===== src/rtl/pipe_stage_buf_pkg.sv =====
// Shared types for the 5-stage core's elastic stage registers: packed stage
// payloads, their widths, and the per-cycle buffer operation encoding.
package pipe_stage_buf_pkg;

  localparam int PIPE_DEPTH_MAX = 4;

  typedef struct packed {
    logic [31:0] pc;
    logic [31:0] instr;
  } if_id_t;

  typedef struct packed {
    logic [31:0] pc;
    logic [31:0] rs1_val;
    logic [31:0] rs2_val;
    logic [31:0] imm;
    logic [4:0]  rd;
    logic [3:0]  alu_op;
    logic        reg_we;
    logic        mem_re;
    logic        mem_we;
  } id_ex_t;

  typedef struct packed {
    logic [31:0] alu_res;
    logic [31:0] store_val;
    logic [4:0]  rd;
    logic [2:0]  funct3;
    logic        reg_we;
    logic        mem_re;
    logic        mem_we;
  } ex_mem_t;

  typedef struct packed {
    logic [31:0] wb_val;
    logic [4:0]  rd;
    logic        reg_we;
  } mem_wb_t;

  localparam int IF_ID_W  = $bits(if_id_t);
  localparam int ID_EX_W  = $bits(id_ex_t);
  localparam int EX_MEM_W = $bits(ex_mem_t);
  localparam int MEM_WB_W = $bits(mem_wb_t);

  // {push, pop} for one cycle, flush already folded out of push.
  typedef enum logic [1:0] {
    OP_IDLE = 2'b00,
    OP_POP  = 2'b01,
    OP_PUSH = 2'b10,
    OP_BOTH = 2'b11
  } buf_op_e;

endpackage


===== src/rtl/pipe_stage_buf_sat_counter.sv =====
// Saturating up-counter used for the stage-buffer stall/flush statistics.
module sat_counter
  import pipe_stage_buf_pkg::*;
#(
  parameter int W = 16
) (
  input  logic         clk,
  input  logic         reset,
  input  logic         inc,
  output logic [W-1:0] cnt
);

  logic [W-1:0] cnt_q, cnt_d;

  always_comb begin
    cnt_d = cnt_q;
    if (inc && (cnt_q != '1)) cnt_d = cnt_q + 1'b1;
  end

  always_ff @(posedge clk or posedge reset) begin
    if (reset) cnt_q <= '0;
    else       cnt_q <= cnt_d;
  end

  assign cnt = cnt_q;

endmodule


===== src/rtl/pipe_stage_buf.sv =====
// Elastic valid/ready pipeline stage register with flush, optional skid buffer,
// bubble zeroing and saturating stall/flush counters.
module pipe_stage_buf
  import pipe_stage_buf_pkg::*;
#(
  parameter int WIDTH       = 32,
  parameter int DEPTH       = 2,
  parameter bit ZERO_BUBBLE = 1'b1,
  parameter int CNT_W       = 16
) (
  input  logic                       clk,
  input  logic                       reset,
  input  logic                       flush,
  input  logic                       in_valid,
  output logic                       in_ready,
  input  logic [WIDTH-1:0]           in_data,
  output logic                       out_valid,
  input  logic                       out_ready,
  output logic [WIDTH-1:0]           out_data,
  output logic [$clog2(DEPTH+1)-1:0] occupancy,
  output logic [CNT_W-1:0]           stall_cnt,
  output logic [CNT_W-1:0]           flush_cnt
);

  localparam int OCC_W = $clog2(DEPTH + 1);
  localparam int PTR_W = (DEPTH > 1) ? $clog2(DEPTH) : 1;
  localparam logic [OCC_W-1:0] DEPTH_C  = OCC_W'(DEPTH);
  localparam logic [PTR_W-1:0] LAST_PTR = PTR_W'(DEPTH - 1);

  logic [WIDTH-1:0] mem_q [DEPTH];
  logic [WIDTH-1:0] mem_d [DEPTH];
  logic [PTR_W-1:0] rd_ptr_q, rd_ptr_d;
  logic [PTR_W-1:0] wr_ptr_q, wr_ptr_d;
  logic [OCC_W-1:0] count_q, count_d;

  logic    push, pop, push_keep;
  logic    stall_inc, flush_inc;
  buf_op_e op;

  // Explicit wrap so DEPTH=3 never walks into the unused pointer code.
  function automatic logic [PTR_W-1:0] ptr_next(input logic [PTR_W-1:0] p);
    if (p == LAST_PTR) return '0;
    return p + 1'b1;
  endfunction

  assign out_valid = (count_q != '0);
  assign push      = in_valid & in_ready;
  assign pop       = out_valid & out_ready;
  assign push_keep = push & ~flush;
  assign op        = buf_op_e'({push_keep, pop});
  assign occupancy = count_q;

  generate
    if (DEPTH == 1) begin : g_single
      // A lone register can take a new payload in the same cycle it drains.
      assign in_ready = ~out_valid | out_ready;
    end else begin : g_skid
      logic in_ready_q, in_ready_d;

      always_comb begin
        in_ready_d = (count_d < DEPTH_C);
      end

      always_ff @(posedge clk or posedge reset) begin
        if (reset) in_ready_q <= 1'b1;
        else        in_ready_q <= in_ready_d;
      end

      assign in_ready = in_ready_q;
    end
  endgenerate

  always_comb begin
    mem_d    = mem_q;
    rd_ptr_d = rd_ptr_q;
    wr_ptr_d = wr_ptr_q;
    count_d  = count_q;
    if (push_keep) mem_d[wr_ptr_q] = in_data;
    if (flush) begin
      rd_ptr_d = '0;
      wr_ptr_d = '0;
      count_d  = '0;
    end else begin
      unique case (op)
        OP_PUSH: begin
          wr_ptr_d = ptr_next(wr_ptr_q);
          count_d  = count_q + 1'b1;
        end
        OP_POP: begin
          rd_ptr_d = ptr_next(rd_ptr_q);
          count_d  = count_q - 1'b1;
        end
        OP_BOTH: begin
          wr_ptr_d = ptr_next(wr_ptr_q);
          rd_ptr_d = ptr_next(rd_ptr_q);
        end
        default: ;
      endcase
    end
  end

  always_ff @(posedge clk or posedge reset) begin
    if (reset) begin
      rd_ptr_q <= '0;
      wr_ptr_q <= '0;
      count_q  <= '0;
      for (int i = 0; i < DEPTH; i++) mem_q[i] <= '0;
    end else begin
      rd_ptr_q <= rd_ptr_d;
      wr_ptr_q <= wr_ptr_d;
      count_q  <= count_d;
      mem_q    <= mem_d;
    end
  end

  // An all-zero word is a NOP bubble for the downstream stage.
  always_comb begin
    out_data = mem_q[rd_ptr_q];
    if (ZERO_BUBBLE && !out_valid) out_data = '0;
  end

  assign stall_inc = out_valid & ~out_ready & ~flush;
  assign flush_inc = flush & (count_q != '0);

  sat_counter #(.W(CNT_W)) u_stall_cnt (
    .clk   (clk),
    .reset (reset),
    .inc   (stall_inc),
    .cnt   (stall_cnt)
  );

  sat_counter #(.W(CNT_W)) u_flush_cnt (
    .clk   (clk),
    .reset (reset),
    .inc   (flush_inc),
    .cnt   (flush_cnt)
  );

endmodule

===== config.mk =====
export PLATFORM = sky130hd
export DESIGN_NAME = pipe_stage_buf
export DESIGN_NICKNAME = d
export VERILOG_FILES = /design/src/rtl/pipe_stage_buf_pkg.sv /design/src/rtl/pipe_stage_buf_sat_counter.sv /design/src/rtl/pipe_stage_buf.sv
export SDC_FILE = /design/constraint.sdc
export NUM_CORES = 1
export LEC_CHECK = 0
export ABC_AREA = 1
export CAP_MARGIN = 20
export CORE_MARGIN = 1.5
export CORE_UTILIZATION = 25
export CTS_CLUSTER_DIAMETER = 60
export DETAILED_ROUTE_END_ITERATION = 6
export GPL_TIMING_DRIVEN = 0
export MAX_ROUTING_LAYER = met4
export PLACE_DENSITY = 0.45
export SLEW_MARGIN = 20
export SYNTH_ARGS = -nofsm -noshare
export SYNTH_HDL_FRONTEND = slang
export SYNTH_SLANG_ARGS = --single-unit

===== constraint.sdc =====
create_clock -name clk -period 6.9 [get_ports clk]
set_input_delay 1.035 -clock clk [delete_from_list [all_inputs] [get_ports clk]]
set_output_delay 1.035 -clock clk [all_outputs]
set_load 0.02 [all_outputs]

==> key figures, run 1 <==
Clock network
  • Clock-pin transition on the worst setup and hold timing paths: 0.07 ns
  • Hold_buf cts: 0
  • Post-CTS Resized: 0
  • Post-CTS setup buffers: 0
  • TritonCTS clock tree: done
  • H-tree levels: 3
  • Clk sinks: 101
  • TritonCTS Buffers: 9
  • Longest Clk Path Bufs: 2
  • Worst-Skew Late Latency: 0.36 ns
  • Root Buffer: clkbuf_16

Final layout
  • Antenna Cells: 0
  • Filler cells: 2,232
  • Layout area overhead: 33.4%
  • Share of layout cells above drive strength 1: about 8.6%
  • Design area: 6920 µm²
  • Layout Nets: roughly 840

Timing
  • Max Clk Rate: between 0.2 and 0.3 GHz
  • Fin Setup TNS: 0 ns
  • Fin Clk Skew: 0.00985 ns
  • Final hold viol count: 0
  • Worst slew pin tran: 0.584 ns
  • RSZ-0062 raised after global routing: no
  • Fin worst setup slack: 3.40 ns
  • Final slew viol count: 0
  • Tmin final: approximately 3.5 ns
  • Final setup vio count: 0
  • Max_slew headroom: 61.0%
  • Final period util: 50.7%

Critical path
  • CP endpoint kind: output port
  • Critical Path Fanout Max: 10
  • FF-to-FF setup slack: 4.90 ns
  • Worst Path Arrival: 2.46 ns
  • CP Class: flip-flop to output port
  • End point of the critical path: out_data[29]
  • Critical Path Source Type: flip-flop
  • Worst r2r path cells: 5
  • Critical path startpoint: rd_ptr_q$_DFFE_PP0P_
  • Critical Path RT: 5.86 ns
  • RR Endpoint: occupancy[0]$_DFFE_PP0P_
  • R2r startpoint: occupancy[0]$_DFFE_PP0P_

Synth
  • Register bit total from synthesis: 101
  • Distinct cells, synth: 27
  • Syn_nets: 719
  • Area contributors post-synth: dfrtp_1, nand2_1, inv_1, o21ai_2, o21ai_0
  • Post-synth top area cell: dfrtp_1
  • Cell area after synthesis: 5190 µm²
  • Avg Cell Area, Syn: 7.66 µm²
  • Synth Warn #: 0
  • Gate count of the mapped netlist: 677
  • Synth top area share: approximately 48%
  • Seq/Total Area, Yosys: 48.7%

Route
  • DRC: 0
  • Met3 wire length: ~590 µm
  • Routed Antenna Nets: 0
  • Wirelength, routed: approximately 14 mm
  • Top Metal Used: met4
  • Via count: 4,516
  • Initial DRC count: 192
  • Met2 wire len: 6.45 mm
  • Vias per cell: 4.23
  • Wire per inst: 13.4 µm
  • Met1 WL: 7.12 mm
  • Drt pass-1 iters: 4

Power and ir drop
  • Power Total: 1940 µW
  • Pwr/cell area: 280 nW/µm²
  • Leakage: 0.00313 µW
  • Peak VDD IR: between 0.1 and 0.15 mV

Run status
  • Outcome: complete, no violations

Die
  • Die X: approximately 150 µm
  • Die Y: 147 µm
  • Core Region: 20,300 µm²
  • Initial core utilization: 25.6%
  • I/O pins: roughly 110
  • Row count: between 50 and 60
  • DIE AREA: 21,600 µm²

GRT
  • First-pass GRT wire length: 23.4 mm
  • GRT overflow: 0
  • Vias in the first global route: 4,495
  • Largest net degree at the start of global routing: 67
  • GRT Total Usage: 14.2%
  • Initial antenna violation count: 0

Hold path
  • Hold crit path type: flip-flop to flip-flop

Run
  • Max-cap violations: 0

Placement
  • Dpl ws: 3.70 ns
  • Placed Area: 6600 µm²
  • Final HPWL DP: 9.95 mm
  • # port buffers: 104
  • Gpl congestion: 0.787
critical path, stage by stage (launching register included):
cell             delay, ns
dfrtp_1               0.36
clkbuf_1              0.16
clkinv_1              0.20
clkbuf_1              0.44
nand2_1               0.10
a21oi_1               0.16
clkdlybuf4s50_1       0.69
synth_stat cells:
| library cell | n |
|---|---|
| nor2_4 | 2 |
| inv_2 | 5 |
| nand3_1 | 16 |
| xor2_1 | 5 |
| buf_2 | 3 |
| ha_1 | 5 |
| nand2_2 | 2 |
| a21oi_1 | 35 |
| nand2_1 | 270 |
| nor2_1 | 42 |
| or2_1 | 1 |
| buf_4 | 1 |
| clkbuf_1 | 14 |
| o21ai_0 | 38 |
| xnor2_1 | 5 |
| o21ai_2 | 25 |
| nor3_1 | 2 |
| buf_6 | 7 |
| dfrtp_1 | 100 |
| nand3b_1 | 8 |
| inv_1 | 66 |
| clkinv_1 | 1 |
| dfstp_2 | 1 |
| nand4_1 | 9 |
| o21ai_1 | 9 |
| nor2_2 | 4 |
| mux2_2 | 1 |
report_power, final:
part           leakage (µW)  switching [µW]  internal [µW]
Combinational       0.00168             304            237
Clock              0.000156             248            320
Sequential          0.00130            96.1            732
registers in the layout (all words and copies together) (netlist names):
signal	cells
rd_ptr_q	1
u_flush_cnt.cnt	16
in_ready	1
occupancy	2
wr_ptr_q	1
mem_q	64
u_stall_cnt.cnt	16
cell families after synthesis:
group,Yosys count,share of synthesized area [%]
AND/OR/NAND/NOR,356,27.8
AO/OA/AOI/OAI,107,12.1
flip-flops,101,48.7
buffers and inverters,97,8.18
XOR/XNOR,10,1.69
adder cells (fa/ha/maj),5,1.21
multiplexers,1,0.217
metal layers:
layer / vias to the layer above / global-route usage (%)
li1: 2352 / -
met1: 2067 / 18.9
met2: 90 / 21.9
met3: 7 / 3.20
met4: 0 / 3.30
met5: - / -
cells in the final DEF, fill, tap and decap left out:
cell / instances
a21oi_1: 35
buf_16: 1
buf_2: 3
buf_4: 1
buf_6: 7
bufinv_16: 2
clkbuf_1: 14
clkbuf_16: 9
clkdlybuf4s50_1: 104
clkinv_1: 1
clkinv_2: 2
clkinvlp_4: 1
dfrtp_1: 100
dfstp_2: 1
ha_1: 5
inv_1: 65
inv_2: 5
inv_6: 3
mux2_2: 1
nand2_1: 270
nand2_2: 2
nand3_1: 16
nand3b_1: 8
nand4_1: 9
nor2_1: 42
nor2_2: 4
nor2_4: 2
nor3_1: 2
o21ai_0: 38
o21ai_1: 9
o21ai_2: 25
or2_1: 1
xnor2_1: 5
xor2_1: 5
worst min-delay path by stage:
| stage | cells after the start | start | endpoint | slack [ns] |
|---|---|---|---|---|
| global placement | 2 | mem_q[57]$_DFFE_PP0P_ | mem_q[57]$_DFFE_PP0P_ | 0.46 |
| floorplan | 2 | mem_q[26]$_DFFE_PP0P_ | mem_q[26]$_DFFE_PP0P_ | 0.45 |
| finish | 2 | mem_q[45]$_DFFE_PP0P_ | mem_q[45]$_DFFE_PP0P_ | 0.48 |
| global route | 2 | mem_q[5]$_DFFE_PP0P_ | mem_q[5]$_DFFE_PP0P_ | 0.50 |
| detailed placement | 2 | mem_q[53]$_DFFE_PP0P_ | mem_q[53]$_DFFE_PP0P_ | 0.47 |
| CTS | 2 | mem_q[53]$_DFFE_PP0P_ | mem_q[53]$_DFFE_PP0P_ | 0.49 |
area by class of cell:
type                            count  area (µm²)  share of cell area [%]
Inverter                           72         275                    3.98
Timing Repair Buffer              105        1070                    15.4
Multi-Input combinational cell    479        2230                    32.3
Clock inverter                      7        95.1                    1.37
Sequential cell                   101        2530                    36.5
Buffer                             25         154                    2.22
Tap cell                          270         338                    4.88
Clock buffer                        9         225                    3.25
stage by stage:
step / util, % / std cells / hold slack (ns)
2_1_floorplan: - / 677 / 0.453
3_3_place_gp: 32.3 / 1051 / 0.463
3_5_place_dp: 32.5 / 1052 / 0.469
4_1_cts: 34.1 / 1068 / 0.488
5_1_grt: 34.1 / 1068 / 0.504
6_report: 34.1 / 1068 / 0.483
Power figures use the tool's default switching activity.
==> inputs of run 2 (changes only) <==
clock period = 3.5 ns   (was 6.9 ns; I/O delays follow)
==> results of run 2 <==
Same layout as run 1 (identical final DEF). Status: complete, no violations.
Main changes from that run: setup slack after placement 3.70 ns -> 0.814 ns; setup slack after layout 3.40 ns -> 0.514 ns; register-to-register setup slack 4.90 ns -> 1.50 ns; total power 1940 µW -> 3820 µW; worst IR drop on VDD 0.109 mV -> 0.215 mV
==> RTL change: new RTL, config.mk and constraints of run 2 <==
Set the parameter `ZERO_BUBBLE` to 1'b0 (it was 1'b1).
--- a/src/rtl/pipe_stage_buf.sv
+++ b/src/rtl/pipe_stage_buf.sv
@@ -6,5 +6,5 @@
   parameter int WIDTH       = 32,
   parameter int DEPTH       = 2,
-  parameter bit ZERO_BUBBLE = 1'b1,
+  parameter bit ZERO_BUBBLE = 1'b0,
   parameter int CNT_W       = 16
 ) (
Behaviour: not the same (a bounded check fails within 4 cycles, from zero or initial values and one cycle with reset high).
==> RTL change against run 2 <==
Cell area fell by 0.78%; sequential cell count did not move; register-to-register slack improved by 220 ps; combinational power rose by 20%; area after synthesis fell by 1.3%; setup slack improved by 38 ps; cell count fell by 1.0%; total power rose by 6.3%; routed wire length fell by 5.0%; sequential share of layout area rose by 0.29 points; clock skew barely moved; synthesized cell count fell by 1.6%; highest routed layer unchanged.
==> RTL change: results <==
[timing]
worst_slew_pin_slew_ps = 573.8
skew_ps = 9.565

[finish]
n_antenna_cell = 0
drive_gt1_frac = 0.09276
nets = 824

[pwr]
p_leak_uw = 0.003256
ir_drop_mv = 0.2777

[yosys]
ys_seq_area_frac = 0.4936
synth.top_cells.by_area = "dfrtp_1, nand2_1, inv_1"
ys_top_cells_by_count = "nand2_1, dfrtp_1, inv_1, o21ai_0, nor2_1"
synth-main-ff-cell = "dfrtp_1"
synth-adder-area-share = 0.01221
synth_compound_area_frac = 0.09917
yosysUniqueCellTypes = 28
synthMuxAreaShare = 0
syn-num-nets = 708
synth_xor_area_frac = 0.01539

[detailed_routing]
drtIter0Drc = 184
firstDrtPassIters = 4
dr_total_vias = 4389
wl_per_cell_um = 12.82

[global_route]
grt_pass1_vias = 4314
grt_use_total = 0.1371
grt_pass1_wl_um = 22540
grt_max_degree = 67

[run_status]
status = "complete, no violations"

[worst_setup_path]
crit_arrival_ps = 2420
critical-path-max-stage-delay_ps = 610

[clock_tree]
cts.path.max_buffers = 2
clk-insertion-delay-late_ps = 350
cts-buffers-inserted = 9
post-cts-setup-buffers = 0
cts-hold-fix-buffers = 0

[placed_design]
gp_congestion = 0.7610
place_area_um2 = 6534
dpl.hpwl_um = 9551
-- RTL change: area by class of cell --
type	count	area, um^2
plain buffers	22	147.6
inverters	72	275.3
fillers	2180	13300
repair buffers	105	1069
clock buffers	9	225.2
well taps	270	337.8
clock inverters	7	106.4
multi-input cells	471	2176
flip-flops and latches	101	2529
-- RTL change: through the flow --
step	worst slack (ps)	instances	utilization	TNS [ps]
after floorplan	329.5	666	-	0
after global placement	-1695	1040	0.3223	-169390
after detailed placement	886.3	1041	0.3239	0
after CTS	471.6	1057	0.3404	0
after global routing	340.4	1057	0.3404	0
final	551.7	1057	0.3404	0
-- RTL change: final timing paths --
| check | startpoint | end | slack (ps) | cells past startpoint |
|---|---|---|---|---|
| setup / recovery | rd_ptr_q$_DFFE_PP0P_ | out_data[23] | 550 | 6 |
| hold / removal | mem_q[57]$_DFFE_PP0P_ | mem_q[57]$_DFFE_PP0P_ | 480 | 2 |
| setup reg to reg | in_ready$_DFF_PP1_ | mem_q[30]$_DFFE_PP0P_ | 1720 | 5 |
| hold reg to reg | mem_q[57]$_DFFE_PP0P_ | mem_q[57]$_DFFE_PP0P_ | 480 | 2 |
| max in group asynchronous | reset | mem_q[52]$_DFFE_PP0P_ | 2320 | 3 |
| min in group asynchronous | reset | u_stall_cnt.cnt[12]$_DFFE_PP0P_ | 540 | 2 |
-- RTL change: routing by layer --
layer / global-route usage / part of all wire / up-vias
met5: - / 0 / -
met2: 0.2187 / 0.45 / 82
met4: 0.04091 / 0.013 / 0
li1: - / - / 2299
met3: 0.02031 / 0.033 / 11
met1: 0.1802 / 0.50 / 1997
-- RTL change: worst reg2reg max path: cells and delay by family, from the launching register on --
| kind | cells | cell delay, ps |
|---|---|---|
| buffers and inverters | 1 | 340 |
| flip-flops | 1 | 530 |
| AO/OA/AOI/OAI | 1 | 220 |
| AND/OR/NAND/NOR | 3 | 600 |
-- RTL change: logic make-up (layout without fill, tap and decap cells) --
| family | after synthesis | in the layout |
|---|---|---|
| AND/OR/NAND/NOR | 377 | 377 |
| adder cells (fa/ha/maj) | 5 | 5 |
| buffers and inverters | 94 | 215 |
| AO/OA/AOI/OAI | 80 | 80 |
| flip-flops | 101 | 101 |
| XOR/XNOR | 9 | 9 |
-- RTL change: where the power goes --
| group | internal, uW | switching (uW) |
|---|---|---|
| Sequential | 1450 | 198 |
| Clock | 639 | 494 |
| Combinational | 581 | 697 |
| Total | 2670 | 1390 |
